**src/rtl/imem_boot_ctrl_pkg.sv**
```systemverilog
// Shared definitions for the instruction-memory boot loader.
// IMEM_BOOT_CHECKSUM_EN adds the CHK/ERR states for the trailing checksum byte.
package imem_boot_ctrl_pkg;

   localparam int BOOT_BYTES_PER_INSTR = 4;
   localparam int CKSUM_W              = 8;

   typedef enum logic [2:0] {
      IDLE = 3'd0,
      LOAD = 3'd1,
`ifdef IMEM_BOOT_CHECKSUM_EN
      CHK  = 3'd2,
      ERR  = 3'd4,
`endif
      RUN  = 3'd3
   } boot_state_e;

endpackage

```
**src/rtl/imem_boot_cksum.sv**
```systemverilog
// Additive 8-bit checksum over the loaded bytes. The trailing byte matches when
// it is the two's complement of the sum. Used only with IMEM_BOOT_CHECKSUM_EN.
module imem_boot_cksum
   import imem_boot_ctrl_pkg::*;
#(
   parameter int BYTE_W = 8
) (
   input  logic              clk,
   input  logic              rst,
   input  logic              clr,
   input  logic              acc,
   input  logic [BYTE_W-1:0] data,
   output logic              match
);

   logic [CKSUM_W-1:0] sum_q;

   always_ff @(posedge clk) begin
      if (rst || clr)
         sum_q <= '0;
      else if (acc)
         sum_q <= sum_q + CKSUM_W'(data);
   end

   // sum + x == 0 (mod 2^CKSUM_W) is the same as x == -sum
   assign match = ((sum_q + CKSUM_W'(data)) == '0);

endmodule

```
**src/rtl/imem_boot_ctrl.sv**
```systemverilog
// Boot/load controller: streams bytes into instruction memory, holds the core
// in reset while loading, then hands imem_addr to cpu_pc. Option: IMEM_BOOT_CHECKSUM_EN.
module imem_boot_ctrl
   import imem_boot_ctrl_pkg::*;
#(
   parameter int ADDR_W = 10,
   parameter int BYTE_W = 8,
   parameter int LEN_W  = ADDR_W-2
) (
   input  logic              clk,
   input  logic              rst,
   input  logic              start,
   input  logic [LEN_W-1:0]  len,
   input  logic [BYTE_W-1:0] in_data,
   input  logic              in_valid,
   output logic              in_ready,
   output logic              mem_we,
   output logic [ADDR_W-1:0] mem_waddr,
   output logic [BYTE_W-1:0] mem_wdata,
   input  logic [ADDR_W-1:0] cpu_pc,
   output logic [ADDR_W-1:0] imem_addr,
   output logic              cpu_rst,
   output logic              busy,
   output logic              done,
   output logic              err
);

   boot_state_e       state_q, state_d;
   logic [ADDR_W-1:0] cnt_q;
   logic [LEN_W-1:0]  len_q;
   logic [ADDR_W-1:0] last_addr;
   logic              accept, wr, last, restart;

   // len=0 gives 0-1, which wraps to the top address: a full-memory load
   assign last_addr = ADDR_W'(len_q) * ADDR_W'(BOOT_BYTES_PER_INSTR) - ADDR_W'(1);

   assign accept  = in_valid && in_ready;
   assign wr      = accept && (state_q == LOAD);
   assign last    = wr && (cnt_q == last_addr);
`ifdef IMEM_BOOT_CHECKSUM_EN
   assign restart = start && (state_q == IDLE || state_q == RUN || state_q == ERR);
   assign busy    = (state_q == LOAD) || (state_q == CHK);
   assign err     = (state_q == ERR);
`else
   assign restart = start && (state_q == IDLE || state_q == RUN);
   assign busy    = (state_q == LOAD);
   assign err     = 1'b0;
`endif
   assign in_ready  = busy;
   assign done      = (state_q == RUN);
   assign imem_addr = (state_q == RUN) ? cpu_pc : mem_waddr;

`ifdef IMEM_BOOT_CHECKSUM_EN
   logic ck_ok;

   imem_boot_cksum #(.BYTE_W(BYTE_W)) u_cksum (
      .clk   (clk),
      .rst   (rst),
      .clr   (restart),
      .acc   (wr),
      .data  (in_data),
      .match (ck_ok)
   );
`endif

   always_comb begin
      state_d = state_q;
      case (state_q)
         IDLE: if (start) state_d = LOAD;
         LOAD: begin
            if (last) begin
`ifdef IMEM_BOOT_CHECKSUM_EN
               state_d = CHK;
`else
               state_d = RUN;
`endif
            end
         end
`ifdef IMEM_BOOT_CHECKSUM_EN
         CHK:  if (accept) state_d = ck_ok ? RUN : ERR;
         ERR:  if (start) state_d = LOAD;
`endif
         RUN:  if (start) state_d = LOAD;
         default: state_d = IDLE;
      endcase
   end

   always_ff @(posedge clk) begin
      if (rst) begin
         state_q   <= IDLE;
         cnt_q     <= '0;
         len_q     <= '0;
         cpu_rst   <= 1'b1;
         mem_we    <= 1'b0;
         mem_waddr <= '0;
         mem_wdata <= '0;
      end else begin
         state_q <= state_d;
         // released one cycle after RUN is entered so the last write lands first
         cpu_rst <= !((state_q == RUN) && !start);
         mem_we  <= wr;
         if (wr) begin
            mem_waddr <= cnt_q;
            mem_wdata <= in_data;
            cnt_q     <= cnt_q + ADDR_W'(1);
         end
         if (restart) begin
            len_q <= len;
            cnt_q <= '0;
         end
      end
   end

endmodule

```
**config.mk**
```make
export PLATFORM = sky130hd
export DESIGN_NAME = imem_boot_ctrl
export DESIGN_NICKNAME = d
export VERILOG_FILES = /design/src/rtl/imem_boot_ctrl_pkg.sv /design/src/rtl/imem_boot_cksum.sv /design/src/rtl/imem_boot_ctrl.sv
export SDC_FILE = /design/constraint.sdc
export NUM_CORES = 1
export LEC_CHECK = 0
export BUFFER_PORTS_ARGS = -buffer_cell sky130_fd_sc_hd__buf_4
export CELL_PAD_IN_SITES_DETAIL_PLACEMENT = 1
export CELL_PAD_IN_SITES_GLOBAL_PLACEMENT = 1
export CORE_ASPECT_RATIO = 0.8
export CORE_MARGIN = 2
export CORE_UTILIZATION = 36
export CTS_CLUSTER_DIAMETER = 80
export CTS_CLUSTER_SIZE = 12
export DETAILED_ROUTE_END_ITERATION = 8
export PLACE_DENSITY = 0.87
export SYNTH_ARGS = -nofsm -noshare
export SYNTH_HDL_FRONTEND = slang
export SYNTH_SLANG_ARGS = --single-unit
```
**constraint.sdc**
```tcl
create_clock -name clk -period 2.6 [get_ports clk]
set_input_delay 0.13 -clock clk [delete_from_list [all_inputs] [get_ports clk]]
set_output_delay 0.13 -clock clk [all_outputs]
set_load 0.01 [all_outputs]
```
==> results of run 1 <==
==> where the power goes <==
part           internal [W]  switching [W]  leakage, nW
clock network      0.000217       0.000218       0.0455
registers          0.000636      0.0000232        0.325
logic              0.000114       0.000142        0.651
total              0.000967       0.000384         1.02
==> tightest hold or removal path, stage by stage <==
cell and delay (ps):
buf_4 110, nand2_1 50, a21oi_1 50
==> cell usage in the layout (no fill, tap or decap), types with 2 or more instances in the layout <==
cell,instances
nand2_1,55
a21oi_1,28
a31oi_1,2
o21ai_0,2
nand2b_1,3
xor2_1,7
nor3_1,4
nand3_1,12
clkbuf_1,2
mux2_2,10
nand4_1,2
ha_1,5
dfxtp_1,40
nor2_1,19
xnor2_1,14
buf_4,64
clkbuf_8,6
inv_1,5
==> area by class of cell <==
| type | count | area (sq um) |
|---|---|---|
| clock buffers | 8 | 90.09 |
| fillers | 616 | 2577 |
| inverters | 5 | 18.77 |
| multi-input cells | 175 | 1020 |
| flip-flops and latches | 40 | 800.8 |
| well taps | 62 | 77.57 |
| repair buffers | 64 | 480.5 |
==> stage by stage <==
stage | power [W] | worst slack (ps) | utilization | hold slack [ps] | instances
after global placement | 0.0009211 | 454.2 | 0.4733 | 378.8 | 346
after floorplan | 0.0008339 | 374.0 | - | 266.0 | 236
final | 0.001351 | 339.1 | 0.4911 | 79.07 | 354
after detailed placement | 0.0009327 | 354.0 | 0.4733 | 386.2 | 346
after global routing | 0.001413 | 209.4 | 0.4911 | 87.57 | 354
after CTS | 0.001362 | 330.7 | 0.4911 | 70.17 | 354
==> metal layers <==
metal	up-vias	GRT usage	wire (microns)
li1	882	-	-
met1	862	0.2256	2344
met5	-	0	0
met4	0	0.05291	76
met3	11	0.03952	327
met2	59	0.2839	2279
==> worst min-delay path by stage <==
stage / start / to / slack (ps) / cells after the start
floorplan: in_data[0] / mem_wdata[0]$_SDFFE_PP0P_ / 270 / 2
global placement: in_data[5] / mem_wdata[5]$_SDFFE_PP0P_ / 380 / 3
detailed placement: in_data[1] / mem_wdata[1]$_SDFFE_PP0P_ / 390 / 3
CTS: in_data[7] / mem_wdata[7]$_SDFFE_PP0P_ / 70 / 3
global route: in_data[7] / mem_wdata[7]$_SDFFE_PP0P_ / 90 / 3
finish: in_data[7] / mem_wdata[7]$_SDFFE_PP0P_ / 80 / 3
==> cells by family after synthesis <==
family,after synthesis,synth area share
other cells,1,0.001963
xor+xnor,21,0.09627
compound gates,35,0.09758
flops,40,0.4191
mux,11,0.06483
simple gates,102,0.2404
fa+ha+maj,5,0.03274
buf+inv,21,0.04715
==> state kept, by name, indices dropped and copies added, names as in the netlist <==
register   count
cpu_rst        1
mem_we         1
cnt_q         10
len_q          8
mem_waddr     10
state_q        2
mem_wdata      8
==> impl_metrics.toml, run 1 <==
[route]
remaining_drc_errors = 0
vias = 1814
drt-initial-drc-count = 43
vias_per_cell = 5.124
first_pass_iters = 4
detail-route-antenna-nets = 0
wirelength_mm = 5.026
routedWlPerCell_microns = 14.20

[finish]
nets = 326
fin_area_sq_um = 2487
area_growth_pct = 30.19
diodes = 0
drive_above_1_share = 0.2877

[cts]
postCtsSetupBuffers = 0
cts_hold_buf = 0
cts_buffers = 5
root_buffer = "clkbuf_8"
cts_resized = 0
ctsHtreeMaxLevel = 2
clk_pin_slew_worst_paths_ps = 80
clockBufferDepth = 2
cts_tree = "done"
clock_sinks = 40
clkLatencyLatePin_ps = 300

[global_routing]
antenna_found_initial = 0
grt_pass1_vias = 1752
grt_max_degree = 33
overflow = 0
grt_pass1_wl_mm = 8.224
grtUsageTotal = 0.1731

[yosys]
synth_edf_count = 0
yosysTopAreaCell = "dfxtp_1"
synthesis.area_sq_um = 1911
synth_flop_cell = "dfxtp_1"
async_reset_ff_frac = 0
yosys-top-cells-area = "dfxtp_1 (42%), nand2_1 (11%), a21oi_1 (7.3%)"
ys_ff_latch = 40
yosysTopAreaCellShare = 0.4191
synth_warnings = 0
ys_types = 31
synthesis.nets = 271
synthMostInstantiatedCell = "nand2_1"
ys_top_cells_by_count = "nand2_1 (55), dfxtp_1 (40), a21oi_1 (28)"
avgSynthCellArea_sq_um = 8.096
syn_inst = 236
ys_seq_area_frac = 0.4191

[timing]
min_period_over_period = 0.8696
setup_viol = 0
max_slew.worst_pin.slew_ps = 671.2
slew_violations = 0
period_minus_slack_ps = 2261
hold_viol = 0
setup_tns_ps = 0
max_slew_margin = 0.5514
fmax_mhz = 442.3
fin_worst_skew_ps = 11.04
grt_setup_unrepaired = "no"

[status]
status = "complete, no violations"

[floorplan]
die_area_sq_um = 5910
initial_core_util = 0.3772
die_w_microns = 85.45
design.core.area_sq_um = 5065
die_height_microns = 69.16
row_count = 23
io_pins = 64

[critical_path]
r2r_end = "state_q[0]$_SDFFE_PP0P_"
critPathBufInv = 1
ff2ff_setup_slack_ps = 340
worstSetupStartpointType = "flip-flop"
slowest_stage = "or4_4"
crit_fanout = 5
path_depth = 8
end_kind = "flip-flop"
critPathArrivalTime_ps = 2450
crit_path_cell_trace = "inv_1 -> ha_1 -> and2_4 -> nand2_2 -> or4_4 -> nor4_4 -> a31oi_1 -> mux2_1"
ff2ff_path_depth = 8
max_stage_delay_ps = 550
endpoint = "state_q[0]$_SDFFE_PP0P_"
startpoint = "state_q[1]$_SDFFE_PP0P_"
critPathKind = "reg -> reg"
r2r_start = "state_q[1]$_SDFFE_PP0P_"
critPathTopFamily = "simple AND/OR/NAND/NOR gates"
crit_required_ps = 2790

[placed_design]
place_area_sq_um = 2397
hpwl_mm = 3.685
place_congestion = 0.8142
numPortBuffers = 62

[power]
leakagePower_nw = 1.021
power_density_nw_per_um2 = 543.2
ir_drop_v = 0.0002645

[job]
maxCapViolations = 0

[worst_hold_path]
hold_path.class = "in -> reg"
No activity file was read; power rests on OpenSTA's default activity.
==> run 2: changes to the inputs <==
--- a/config.mk
+++ b/config.mk
@@ -5,16 +5,18 @@
 export SDC_FILE = /design/constraint.sdc
 export NUM_CORES = 1
 export LEC_CHECK = 0
+export ABC_AREA = 1
 export BUFFER_PORTS_ARGS = -buffer_cell sky130_fd_sc_hd__buf_4
 export CELL_PAD_IN_SITES_DETAIL_PLACEMENT = 1
 export CELL_PAD_IN_SITES_GLOBAL_PLACEMENT = 1
 export CORE_ASPECT_RATIO = 0.8
 export CORE_MARGIN = 2
-export CORE_UTILIZATION = 36
+export CORE_UTILIZATION = 35
 export CTS_CLUSTER_DIAMETER = 80
 export CTS_CLUSTER_SIZE = 12
 export DETAILED_ROUTE_END_ITERATION = 8
 export PLACE_DENSITY = 0.87
 export SYNTH_ARGS = -nofsm -noshare
 export SYNTH_HDL_FRONTEND = slang
+export SYNTH_HIERARCHICAL = 1
 export SYNTH_SLANG_ARGS = --single-unit
==> impl_metrics.toml, run 2 <==
[status]
status = "complete, no violations"

[finish]
nets = 368
final_cell_mix = "buf_4 (65), nand2_1 (48), nor2_1 (41)"
final_common_cell = "buf_4"
diodes = 0
utilization = 0.4725
area_growth_pct = 31.65
drive_above_1_share = 0.2605
reg.largest.list = "cnt_q (10), mem_waddr (10)"

[route]
detail-route-antenna-nets = 0
vias = 1937
wirelength_mm = 5.323
vias_per_cell = 4.855
remaining_drc_errors = 0
first_pass_iters = 4
routedWlPerCell_microns = 13.34
drt-initial-drc-count = 77

[power]
leakagePower_nw = 1.161
power_density_nw_per_um2 = 544.4
ir_drop_v = 0.0002618

[timing]
slew_violations = 0
min_period_over_period = 0.7382
grt_setup_unrepaired = "no"
fin_worst_skew_ps = 4.724
setup_tns_ps = 0
period_minus_slack_ps = 1919
fmax_mhz = 521.0
hold_viol = 0
max_slew_margin = 0.5471
fin_ws_ps = 680.8
setup_viol = 0
max_slew.worst_pin.slew_ps = 678.7

[yosys]
synth_edf_count = 0
syn_inst = 272
synthesis.nets = 307
synthesis.area_sq_um = 1929
yosysTopAreaCellShare = 0.4150
ys_ff_latch = 40
yosys-top-cells-area = "dfxtp_1 (42%), nand2_1 (9.3%), o21ai_0 (8.8%)"
ys_types = 29
ys_top_cells_by_count = "nand2_1 (48), nor2_1 (41), dfxtp_1 (40)"
synthMostInstantiatedCell = "nand2_1"
async_reset_ff_frac = 0
synth_flop_cell = "dfxtp_1"
ys_seq_area_frac = 0.4150
yosysTopAreaCell = "dfxtp_1"
synth_warnings = 6
avgSynthCellArea_sq_um = 7.093

[global_routing]
grt_pass1_wl_mm = 8.811
grt_pass1_vias = 1922
grtUsageTotal = 0.1806
overflow = 0
grt_max_degree = 29
antenna_found_initial = 0

[placed_design]
place_congestion = 0.8077
numPortBuffers = 62
hpwl_mm = 4.209
dp_slack_ps = 683.7

[critical_path]
crit_required_ps = 2780
crit_fanout = 13
startpoint = "state_q[1]$_SDFFE_PP0P_"
critPathKind = "reg -> reg"
worstSetupStartpointType = "flip-flop"
critPathArrivalTime_ps = 2100
ff2ff_setup_slack_ps = 680
end_kind = "flip-flop"
r2r_start = "state_q[1]$_SDFFE_PP0P_"
ff2ff_path_depth = 11
r2r_end = "cnt_q[8]$_SDFFE_PP0P_"

[floorplan]
row_count = 24
die_w_microns = 87.01
design.core.area_sq_um = 5375
die_area_sq_um = 6126
initial_core_util = 0.3589
io_pins = 64
die_height_microns = 70.41

[cts]
cts_buffers = 5
clkLatencyLatePin_ps = 290
root_buffer = "clkbuf_8"
clock_sinks = 40
ctsHtreeMaxLevel = 2
cts_hold_buf = 0
cts_tree = "done"
clockBufferDepth = 2
cts_resized = 0
postCtsSetupBuffers = 0
clk_pin_slew_worst_paths_ps = 70

[worst_hold_path]
hp-start = "rst"
hold_depth = 2
hold_path_end = "mem_waddr[2]$_SDFFE_PP0P_"
hold_path.class = "in -> reg"

[job]
maxCapViolations = 0
## run 2: cell types whose count changed after synthesis, sizes merged, moves of 4 or more
cell   before  now
mux2       11    2
a21oi      28   23
nor2       19   43
xnor2      14    1
nand2      56   52
o21ai       2   35
inv         5   33
## run 2: stage by stage
stage | hold slack (ps) | cells | total power [W] | cell area [sq um]
after global placement | 344.6 | 391 | 0.0009609 | 2450
after CTS | 37.38 | 399 | 0.001393 | 2540
after floorplan | 199.1 | 272 | 0.0008485 | 1929
after global routing | 37.32 | 399 | 0.001462 | 2540
final | 37.27 | 399 | 0.001383 | 2540
after detailed placement | 346.6 | 391 | 0.0009746 | 2450
## run 2: cell families (layout without fill, tap and decap cells)
logic type	after synthesis	after routing	share of synthesized area
buffers and inverters	44	106	0.08949
adders and majority gates	5	5	0.03243
muxes	2	2	0.01167
other	1	1	0.001944
xor gates and xnor gates	5	5	0.02270
and+or+nand+nor	114	114	0.2633
DFF	40	40	0.4150
AOI/OAI and AO/OA	61	61	0.1634
## run 2: cell type report
cell class              count  area (sq um)
repair buffers             65         488.0
clock buffers               8         90.09
well taps                  65         81.33
multi-input cells         188         955.9
flip-flops and latches     40         800.8
fillers                   701          2835
inverters                  33         123.9
## run 2: critical path: stages (launching register included)
cell and delay [ps]:
dfxtp_1 340, inv_1 90, ha_1 230, nand2_2 100, inv_2 190, nand2_1 160
nor4_4 230, nand3_2 150, nor2_1 120, nand2_1 60, nand2_1 80, nor2_1 40
## run 2: how the worst max path moves through the flow
stage / to / cells past startpoint / slack, ps
6_report: cnt_q[8]$_SDFFE_PP0P_ / 11 / 680
5_1_grt: cnt_q[9]$_SDFFE_PP0P_ / 12 / 510
4_1_cts: cnt_q[8]$_SDFFE_PP0P_ / 11 / 670
3_5_place_dp: cnt_q[8]$_SDFFE_PP0P_ / 11 / 680
3_3_place_gp: cnt_q[8]$_SDFFE_PP0P_ / 11 / 870
2_1_floorplan: cnt_q[9]$_SDFFE_PP0P_ / 12 / 1050
## run 2: power by group
group / switching [W] / internal, W
clock network: 0.000209 / 0.000216
registers: 0.0000240 / 0.000648
logic: 0.000156 / 0.000129
## run 2: per-layer routing
layer  GRT usage  part of all wire  vias up
met5           0                 0        -
met4     0.05556             0.015        0
met3     0.04610             0.065        8
met2      0.3164              0.46       53
met1      0.2138              0.46      886
li1            -                 -      990
